===== src/rtl/elev_call_arbiter.sv =====
// Elevator call arbiter: debounces raw call buttons, latches pending calls and
// presents one nearest-first call at a time to the elevator controller.
//
// Ports:
//   i_clk        system clock, all logic on rising edge
//   i_rst        synchronous active-high reset
//   i_btn_raw    raw asynchronous button levels, 1 = pressed
//   i_floor_sel  current floor from the controller (0 = floor one)
//   i_door       controller door status, 1 = open
//   o_floor_btn  registered one-hot call to the controller, 0 = no call
//   o_pending    latched outstanding calls, bit i = floor i+1
//   o_busy       1 while a call is presented on o_floor_btn
module elev_call_arbiter #(
    parameter int NUM_FLOORS      = 4,
    parameter int DEBOUNCE_CYCLES = 16
) (
    input  logic                          i_clk,
    input  logic                          i_rst,
    input  logic [NUM_FLOORS-1:0]         i_btn_raw,
    input  logic [$clog2(NUM_FLOORS)-1:0] i_floor_sel,
    input  logic                          i_door,
    output logic [NUM_FLOORS-1:0]         o_floor_btn,
    output logic [NUM_FLOORS-1:0]         o_pending,
    output logic                          o_busy
);

    localparam int SW = $clog2(NUM_FLOORS);
    localparam int CW = $clog2(DEBOUNCE_CYCLES + 1);

    typedef enum logic {
        S_IDLE,
        S_SERVE
    } state_t;

    state_t                r_state;
    state_t                w_state_nxt;
    logic [NUM_FLOORS-1:0] r_sync1;
    logic [NUM_FLOORS-1:0] r_sync2;
    logic [NUM_FLOORS-1:0] r_db;
    logic [CW-1:0]         r_cnt [NUM_FLOORS];
    logic [NUM_FLOORS-1:0] r_pending;
    logic [SW-1:0]         r_target;
    logic                  r_dir_up;
    logic [NUM_FLOORS-1:0] r_floor_btn;
    logic                  r_busy;

    logic [NUM_FLOORS-1:0] w_accept;
    logic [NUM_FLOORS-1:0] w_serve;
    logic [NUM_FLOORS-1:0] w_cand;
    logic [NUM_FLOORS-1:0] w_onehot;
    logic [NUM_FLOORS-1:0] w_btn_nxt;
    logic [SW-1:0]         w_sel_tgt;
    logic                  w_sel_valid;
    logic                  w_load;
    int                    w_dist;
    int                    w_best;

    // An accept is the debounced level rising; the toggle and the accept
    // happen on the same edge so the raw-to-pending latency stays minimal.
    always_comb begin
        w_accept = '0;
        w_serve  = '0;
        for (int i = 0; i < NUM_FLOORS; i++) begin
            w_accept[i] = (r_cnt[i] == CW'(DEBOUNCE_CYCLES)) & ~r_db[i];
            w_serve[i]  = i_door & (i_floor_sel == SW'(i));
        end
    end

    always_ff @(posedge i_clk) begin
        if (i_rst) begin
            r_sync1 <= '0;
            r_sync2 <= '0;
            r_db    <= '0;
            for (int i = 0; i < NUM_FLOORS; i++) begin
                r_cnt[i] <= '0;
            end
        end else begin
            r_sync1 <= i_btn_raw;
            r_sync2 <= r_sync1;
            for (int i = 0; i < NUM_FLOORS; i++) begin
                if (r_cnt[i] == CW'(DEBOUNCE_CYCLES)) begin
                    r_db[i]  <= ~r_db[i];
                    r_cnt[i] <= '0;
                end else if (r_sync2[i] == r_db[i]) begin
                    r_cnt[i] <= '0;
                end else begin
                    r_cnt[i] <= r_cnt[i] + CW'(1);
                end
            end
        end
    end

    // Service clears win over a same-cycle accept on the same bit.
    always_ff @(posedge i_clk) begin
        if (i_rst) begin
            r_pending <= '0;
        end else begin
            r_pending <= (r_pending | w_accept) & ~w_serve;
        end
    end

    // Nearest-first selection. Ties can only pair one floor below with one
    // above; scanning upward, "<=" lets the upper one win when heading up.
    // Calls being served right now are excluded from the candidates.
    always_comb begin
        w_cand      = r_pending & ~w_serve;
        w_sel_valid = 1'b0;
        w_sel_tgt   = '0;
        w_best      = NUM_FLOORS;
        w_dist      = 0;
        for (int i = 0; i < NUM_FLOORS; i++) begin
            if (i > int'(i_floor_sel)) begin
                w_dist = i - int'(i_floor_sel);
            end else begin
                w_dist = int'(i_floor_sel) - i;
            end
            if (w_cand[i] &&
                (w_dist < w_best || (w_dist == w_best && r_dir_up))) begin
                w_best      = w_dist;
                w_sel_tgt   = SW'(i);
                w_sel_valid = 1'b1;
            end
        end
    end

    assign w_onehot = {{(NUM_FLOORS-1){1'b0}}, 1'b1} << r_target;

    always_ff @(posedge i_clk) begin
        if (i_rst) begin
            r_state <= S_IDLE;
        end else begin
            r_state <= w_state_nxt;
        end
    end

    always_comb begin
        w_state_nxt = r_state;
        w_load      = 1'b0;
        w_btn_nxt   = '0;
        unique case (r_state)
            S_IDLE: begin
                if (w_sel_valid) begin
                    w_load      = 1'b1;
                    w_state_nxt = S_SERVE;
                end
            end
            S_SERVE: begin
                if (w_serve[r_target]) begin
                    w_state_nxt = S_IDLE;
                end else begin
                    w_btn_nxt = w_onehot;
                end
            end
        endcase
    end

    always_ff @(posedge i_clk) begin
        if (i_rst) begin
            r_target    <= '0;
            r_dir_up    <= 1'b1;
            r_floor_btn <= '0;
            r_busy      <= 1'b0;
        end else begin
            r_floor_btn <= w_btn_nxt;
            r_busy      <= |w_btn_nxt;
            if (w_load) begin
                r_target <= w_sel_tgt;
                if (w_sel_tgt > i_floor_sel) begin
                    r_dir_up <= 1'b1;
                end else if (w_sel_tgt < i_floor_sel) begin
                    r_dir_up <= 1'b0;
                end
            end
        end
    end

    assign o_floor_btn = r_floor_btn;
    assign o_pending   = r_pending;
    assign o_busy      = r_busy;

endmodule


===== config.mk =====
export PLATFORM = sky130hd
export DESIGN_NAME = elev_call_arbiter
export DESIGN_NICKNAME = d
export VERILOG_FILES = /design/src/rtl/elev_call_arbiter.sv
export SDC_FILE = /design/constraint.sdc
export NUM_CORES = 1
export LEC_CHECK = 0
export BUFFER_PORTS_ARGS = -buffer_cell sky130_fd_sc_hd__clkbuf_2
export CORE_MARGIN = 1
export CORE_UTILIZATION = 35
export DETAILED_ROUTE_END_ITERATION = 8
export GPL_ROUTABILITY_DRIVEN = 1
export SLEW_MARGIN = 20
export SYNTH_ARGS = -nofsm -noshare
export SYNTH_HDL_FRONTEND = slang
export SYNTH_SLANG_ARGS = --single-unit

===== constraint.sdc =====
create_clock -name i_clk -period 5.7 [get_ports i_clk]
set_input_delay 1.14 -clock i_clk [delete_from_list [all_inputs] [get_ports i_clk]]
set_output_delay 1.14 -clock i_clk [all_outputs]
set_load 0.05 [all_outputs]

==> metrics.md, run 1 <==
| Metric | Value |
|---|---|
| Outcome | `finished clean` |
| Crit-path max FO | `4` |
| Remaining antenna violation count | `0` |
| Cell mode on critical path | `ha_1` |
| Hold Slack | `0.449 ns` |
| CP bufs+invs | `2` |
| H-tree Lvls | `2` |
| Dpl hpwl | `3430 um` |
| GRT Total Usage | `13.5%` |
| Antenna violations before repair | `0` |
| Final Hold Viols | `0` |
| RR Startpoint | `o_pending[0]` |
| Placed cell count | `393` |
| Full die area | `0.00751 mm2` |
| HP Start | `r_sync1[1]` |
| CTS max path bufs | `2` |
| Die extent in y | `86.7 um` |
| WL per Instance | `11.1 um` |
| Fin area | `0.00299 mm2` |
| Iteration-0 DRC Markers | `44` |
| Core Util, Final | `43.6%` |
| RSZ-0062 raised after global routing | `false` |
| Vias in the first global route | `1,784` |
| Post-Syn Area per Cell | `9.80 um2` |
| Synth cell types | `50` |
| Largest net degree at the start of global routing | `26` |
| VDD IR max | `0.157 mV` |
| Gate Count Post-Synth | `256` |
| Maxcap violations | `0` |
| IO Count | `18` |
| Post-synth EDFFs | `20` |
| Core Region | `0.00687 mm2` |
| N_diodes | `0` |
| CTS tree | `done` |
| Top-area cell type share of the netlist area | `23.9%` |
| Routability cong. | `0.856` |
| Synth cell count leaders | `nor2_1, dfxtp_1, inv_1, ha_1, edfxtp_1` |
| Period utilisation layout | `94.6%` |
| GRT overflow | `0` |
| Clock Skews | `0.0120 ns` |
| Crit-path leading delay family | `compound AO/OA/AOI/OAI gates` |
| Synth warn | `0` |
| Critical-path top delay cell | `o41a_1` |
| Setup violators final | `0` |
| DRT Pass-1 Iters | `4` |
| Cell taking the most area after synthesis | `edfxtp_1` |
| Fraction of layout cells with a size suffix above 1 | `17.5%` |
| Vias per cell | `4.60` |
| Crit path time final | `5.39 ns` |
| Rel. slew slack | `58.3%` |
| Crit path kind | `input port to flip-flop` |
| Clock latency at the later pin of the worst-skew pair | `0.30 ns` |
| Area grow syn2layout | `19.3%` |
| TritonCTS sink count | `45` |
| Crit path required time | `5.93 ns` |
| Synth area leaders | `edfxtp_1, dfxtp_1, ha_1, nor2_1, xnor2_1` |
| Max stage delay on crit path | `0.38 ns` |
| Top_reg_cell synth | `dfxtp_1` |
| Clock slew at reported path FFs | `0.09 ns` |
| Placed Area | `0.00283 mm2` |
| Max Freq | `186 MHz` |
| Most frequent cell after synthesis | `nor2_1` |
| CTS Root Cell | `clkbuf_8` |
| Starting Density | `36.5%` |
| Drt drc | `0` |
| First-pass GRT wire length | `7810 um` |
| Total number of vias | `1,860` |
| Power per cell area | `234 mW/mm2` |
| Hold_buf cts | `0` |
| Slew at the pin closest to its max-slew limit | `0.622 ns` |
| Fin cells | `404` |
| Row count | `30` |
| TritonCTS Buffers | `5` |
| Synthesized flop and latch total | `45` |
| Syn Std Cell Area | `0.00251 mm2` |
| Sequential element share of the synthesized area | `43.9%` |
| CP Launch Point | `i_floor_sel[1]` |
| Horiz. Die Dim | `86.7 um` |
| Share of flip-flops with an asynchronous set or reset | `0%` |
| Setup TNS | `0 ns` |
| Arr. time, crit path | `5.62 ns` |
| Min-delay worst type | `flip-flop to flip-flop` |
| Slew Limit Fails | `0` |
| Buffers on Ports | `17` |
| LEAKAGE | `1.24 nW` |
| Worst setup EP type | `flip-flop` |
| Final wirelength | `4490 um` |
| Startpoint Class | `input port` |
| Net total in the final layout | `337` |
==> where the power goes <==
| part | internal, mW | switching (mW) |
|---|---|---|
| Sequential | 0.353 | 0.0134 |
| Clock | 0.132 | 0.112 |
| Combinational | 0.0395 | 0.0512 |
==> state kept, by name (all words and copies together) (netlist names), 2 cells and up <==
signal and flops:
r_target 2, r_sync2 4, o_pending 4, r_cnt 20
r_db 4, r_sync1 4, o_floor_btn 4
==> per-layer routing <==
layer / share of wire [%] / GRT usage [%] / wire [um] / up-vias
li1: - / - / - / 966
met1: 48 / 16.4 / 2150 / 865
met2: 47 / 22.6 / 2090 / 24
met3: 4.1 / 4.10 / 186 / 5
met4: 1.3 / 5.00 / 60 / 0
met5: 0 / 0 / 0 / -
==> what timing repair did <==
item                       4_1_cts  5_1_grt
resized for setup                0        9
hold endpoints to repair         0        0
buffers inserted                 0        3
setup endpoints to repair        0        2
==> logic make-up (layout without fill, tap and decap cells) <==
group	after synthesis	after routing	share of synthesized area [%]
AOI/OAI and AO/OA	45	45	13.5
xor gates and xnor gates	20	20	6.98
buffers and inverters	32	65	5.49
adders and majority gates	21	21	10.5
DFF	45	45	43.9
muxes	3	3	1.80
and+or+nand+nor	89	89	17.8
other	1	20	0.149
==> placed cells by master (no fill, tap or decap), types with 2 or more instances in the layout <==
cell	count
xor2_1	8
nor2_1	34
nor3_1	2
edfxtp_1	20
a211oi_1	5
nor3_2	2
dfxtp_1	25
nand3_1	10
clkbuf_8	5
and3_1	3
inv_1	25
nor4bb_1	2
or3_1	5
a21oi_1	9
xnor2_1	12
o21ai_1	3
buf_4	15
mux2_2	2
a21boi_0	3
nand2_1	11
o31ai_1	2
o211ai_1	2
clkbuf_2	17
o21ai_0	3
conb_1	20
o21ai_2	2
ha_1	20
and2_1	2
nor2b_1	12
a21boi_2	2
==> through the flow <==
step / setup slack (ns) / power (mW)
after global routing: 0.0271 / 0.738
after CTS: 0.196 / 0.709
final: 0.310 / 0.701
after global placement: -0.0408 / 0.462
after detailed placement: -0.122 / 0.463
after floorplan: 0.141 / 0.437
==> area by class of cell <==
cell class / count / area, um2
Multi-Input combinational cell: 198 / 1370
Clock buffer: 5 / 68.8
Sequential cell: 45 / 1100
Timing Repair Buffer: 32 / 198
Clock inverter: 3 / 45.0
Inverter: 25 / 93.8
Fill cell: 680 / 3880
Tap cell: 96 / 120
==> worst paths after layout <==
check / end / slack [ns] / cells past startpoint
min: r_sync2[1] / 0.45 / 1
max reg2reg: r_dir_up / 0.90 / 22
max: r_dir_up / 0.31 / 25
min reg2reg: r_sync2[1] / 0.45 / 1
Power figures use the tool's default switching activity.
==> run 2: changes to the inputs <==
--- a/config.mk
+++ b/config.mk
@@ -6,10 +6,13 @@
 export NUM_CORES = 1
 export LEC_CHECK = 0
 export BUFFER_PORTS_ARGS = -buffer_cell sky130_fd_sc_hd__clkbuf_2
+export CELL_PAD_IN_SITES_DETAIL_PLACEMENT = 1
+export CELL_PAD_IN_SITES_GLOBAL_PLACEMENT = 1
 export CORE_MARGIN = 1
 export CORE_UTILIZATION = 35
 export DETAILED_ROUTE_END_ITERATION = 8
 export GPL_ROUTABILITY_DRIVEN = 1
+export PLACE_DENSITY_LB_ADDON = 0.1
 export SLEW_MARGIN = 20
 export SYNTH_ARGS = -nofsm -noshare
 export SYNTH_HDL_FRONTEND = slang
==> run 2 against run 1 <==
Clock-buffer cell count rose by 1. Non-clock buffer count is 1 higher. Setup slack improved by 0.055 ns. Flip-flop and latch count stayed put. Clock skew is 0.0053 ns lower. Sequential power about the same. Via count grew 3.5%. Core utilization hardly changed. Cell count increased by 0.25%. Highest routed layer unchanged.
==> metrics.md, run 2 (synthesized netlist as in run 1, its figures left out) <==
| Metric | Value |
|---|---|
| Final wirelength | `5300 um (+18%)` |
| Max stage delay on crit path | `0.41 ns (+0.03 ns)` |
| Fraction of layout cells with a size suffix above 1 | `17.5% (-0.057 points)` |
| Setup TNS | `0 ns (unchanged)` |
| Setup violators final | `0 (unchanged)` |
| First-pass GRT wire length | `9110 um (+17%)` |
| Startpoint Class | `input port` |
| Crit path time final | `5.33 ns (-0.0553 ns)` |
| Worst setup EP type | `flip-flop` |
| CTS Root Cell | `clkbuf_8` |
| Power per cell area | `229 mW/mm2 (-2.1%)` |
| Critical-path top delay cell | `o41a_1` |
| Area grow syn2layout | `19.3% (about the same)` |
| Clock Skews | `0.00669 ns (-0.00532 ns)` |
| Largest net degree at the start of global routing | `26 (unchanged)` |
| Crit path required time | `5.92 ns (about the same)` |
| Routability cong. | `0.886 (+3.5%)` |
| DRT Pass-1 Iters | `4 (unchanged)` |
| Final Total Pwr | `0.686 mW (-2.1%)` |
| TritonCTS Buffers | `5 (unchanged)` |
| Iteration-0 DRC Markers | `36 (-18%)` |
| TritonCTS sink count | `45 (unchanged)` |
| Slew at the pin closest to its max-slew limit | `0.664 ns (+0.0415 ns)` |
| Largest register FFs | `20 (unchanged)` |
| Period utilisation layout | `93.6% (-0.97 points)` |
| Reg with most FFs | `r_cnt` |
| Horiz. Die Dim | `86.7 um (unchanged)` |
| Starting Density | `36.5% (unchanged)` |
| Remaining antenna violation count | `0 (unchanged)` |
| Maxcap violations | `0 (unchanged)` |
| Hold Slack | `0.444 ns (-0.00538 ns)` |
| H-tree Lvls | `2 (unchanged)` |
| Arr. time, crit path | `5.56 ns (-0.06 ns)` |
| Crit-path max FO | `4 (unchanged)` |
| Rel. slew slack | `55.5% (-2.8 points)` |
| CTS max path bufs | `2 (unchanged)` |
| Fillers | `825 (+21%)` |
| Full die area | `0.00751 mm2 (unchanged)` |
| Die extent in y | `86.7 um (unchanged)` |
| Vias in the first global route | `2,017 (+13%)` |
| Vias per cell | `4.76 (+3.3%)` |
| Min-delay worst type | `flip-flop to flip-flop` |
| VDD IR max | `0.137 mV (-13%)` |
| Total number of vias | `1,926 (+3.5%)` |
| Clock latency at the later pin of the worst-skew pair | `0.30 ns (about the same)` |
| Row count | `30 (unchanged)` |
| WL per Instance | `13.1 um (+18%)` |
| Max Freq | `187 MHz (+1.0%)` |
| Placed cell count | `396 (+0.76%)` |
| Buffers on Ports | `17 (unchanged)` |
| GRT overflow | `0 (unchanged)` |
| LEAKAGE | `1.24 nW (+0.26%)` |
| Fin cells | `405 (+0.25%)` |
| IO Count | `18 (unchanged)` |
| Core Util, Final | `43.6% (about the same)` |
| CTS tree | `done` |
| Dpl hpwl | `4130 um (+21%)` |
| Outcome | `finished clean` |
| Most common cell after layout, fill and taps aside | `nor2_1` |
| Final Hold Viols | `0 (unchanged)` |
| GRT Total Usage | `15.5% (+2.0 points)` |
| Net total in the final layout | `338 (+0.30%)` |
| Slew Limit Fails | `0 (unchanged)` |
| Clock slew at reported path FFs | `0.09 ns (about the same)` |
| Crit path kind | `input port to flip-flop` |
| Core Region | `0.00687 mm2 (unchanged)` |
| N_diodes | `0 (unchanged)` |
| Drt drc | `0 (unchanged)` |
| Cell mode on critical path | `ha_1` |
| Most frequent cells in the layout | `nor2_1, inv_1, dfxtp_1, ha_1` |
| Antenna violations before repair | `0 (unchanged)` |
## run 2: path summary, 6_finish.rpt
| check | from | endpoint | slack (ns) | cells past startpoint |
|---|---|---|---|---|
| worst max-delay path | i_floor_sel[0] | r_dir_up | 0.37 | 25 |
| worst min-delay path | r_sync1[0] | r_sync2[0] | 0.44 | 1 |
| worst max register to register | o_pending[0] | r_dir_up | 1.00 | 22 |
| worst min register to register | r_sync1[0] | r_sync2[0] | 0.44 | 1 |
## run 2: area by class of cell
type	instances	area (um2)	area share, %
flip-flops and latches	45	1100	36.8
multi-input cells	198	1360	45.5
clock inverters	2	16.3	0.544
clock buffers	6	93.8	3.14
well taps	96	120	4.02
repair buffers	33	205	6.86
inverters	25	93.8	3.14
## run 2: power by group
| group | total [mW] | switching [mW] | internal (mW) |
|---|---|---|---|
| sequential | 0.367 | 0.0140 | 0.353 |
| clock | 0.224 | 0.110 | 0.114 |
| combinational | 0.0960 | 0.0543 | 0.0417 |
## run 2: timing repair
action / in CTS / in global routing
hold endpoints to repair: 0 / 0
resized for setup: 0 / 7
setup buffers: 0 / 1
hold buffers: 0 / 0
setup endpoints to repair: 0 / 2
## run 2: through the flow
stage	setup WS, ns	area (um2)
global placement	-0.0261	2850
detailed placement	-0.139	2850
global route	-0.00439	2990
finish	0.365	2990
CTS	0.155	2960
floorplan	0.141	2580
## run 2: routing by layer
metal  global-route usage [%]  vias to the layer above  share of wire, %
met5                        0                        -                 0
met4                     4.09                        0              0.72
met3                     2.86                        5               2.5
met2                     27.1                       27                48
met1                     19.8                      926                49
li1                         -                      968                 -
## run 2: worst max-delay path, delay by kind of cell
kind | cells | cell delay [ns]
adder cells (fa/ha/maj) | 5 | 1.36
buffers and inverters | 2 | 0.14
multiplexers | 1 | 0.27
AO/OA/AOI/OAI | 11 | 1.76
AND/OR/NAND/NOR | 6 | 0.89
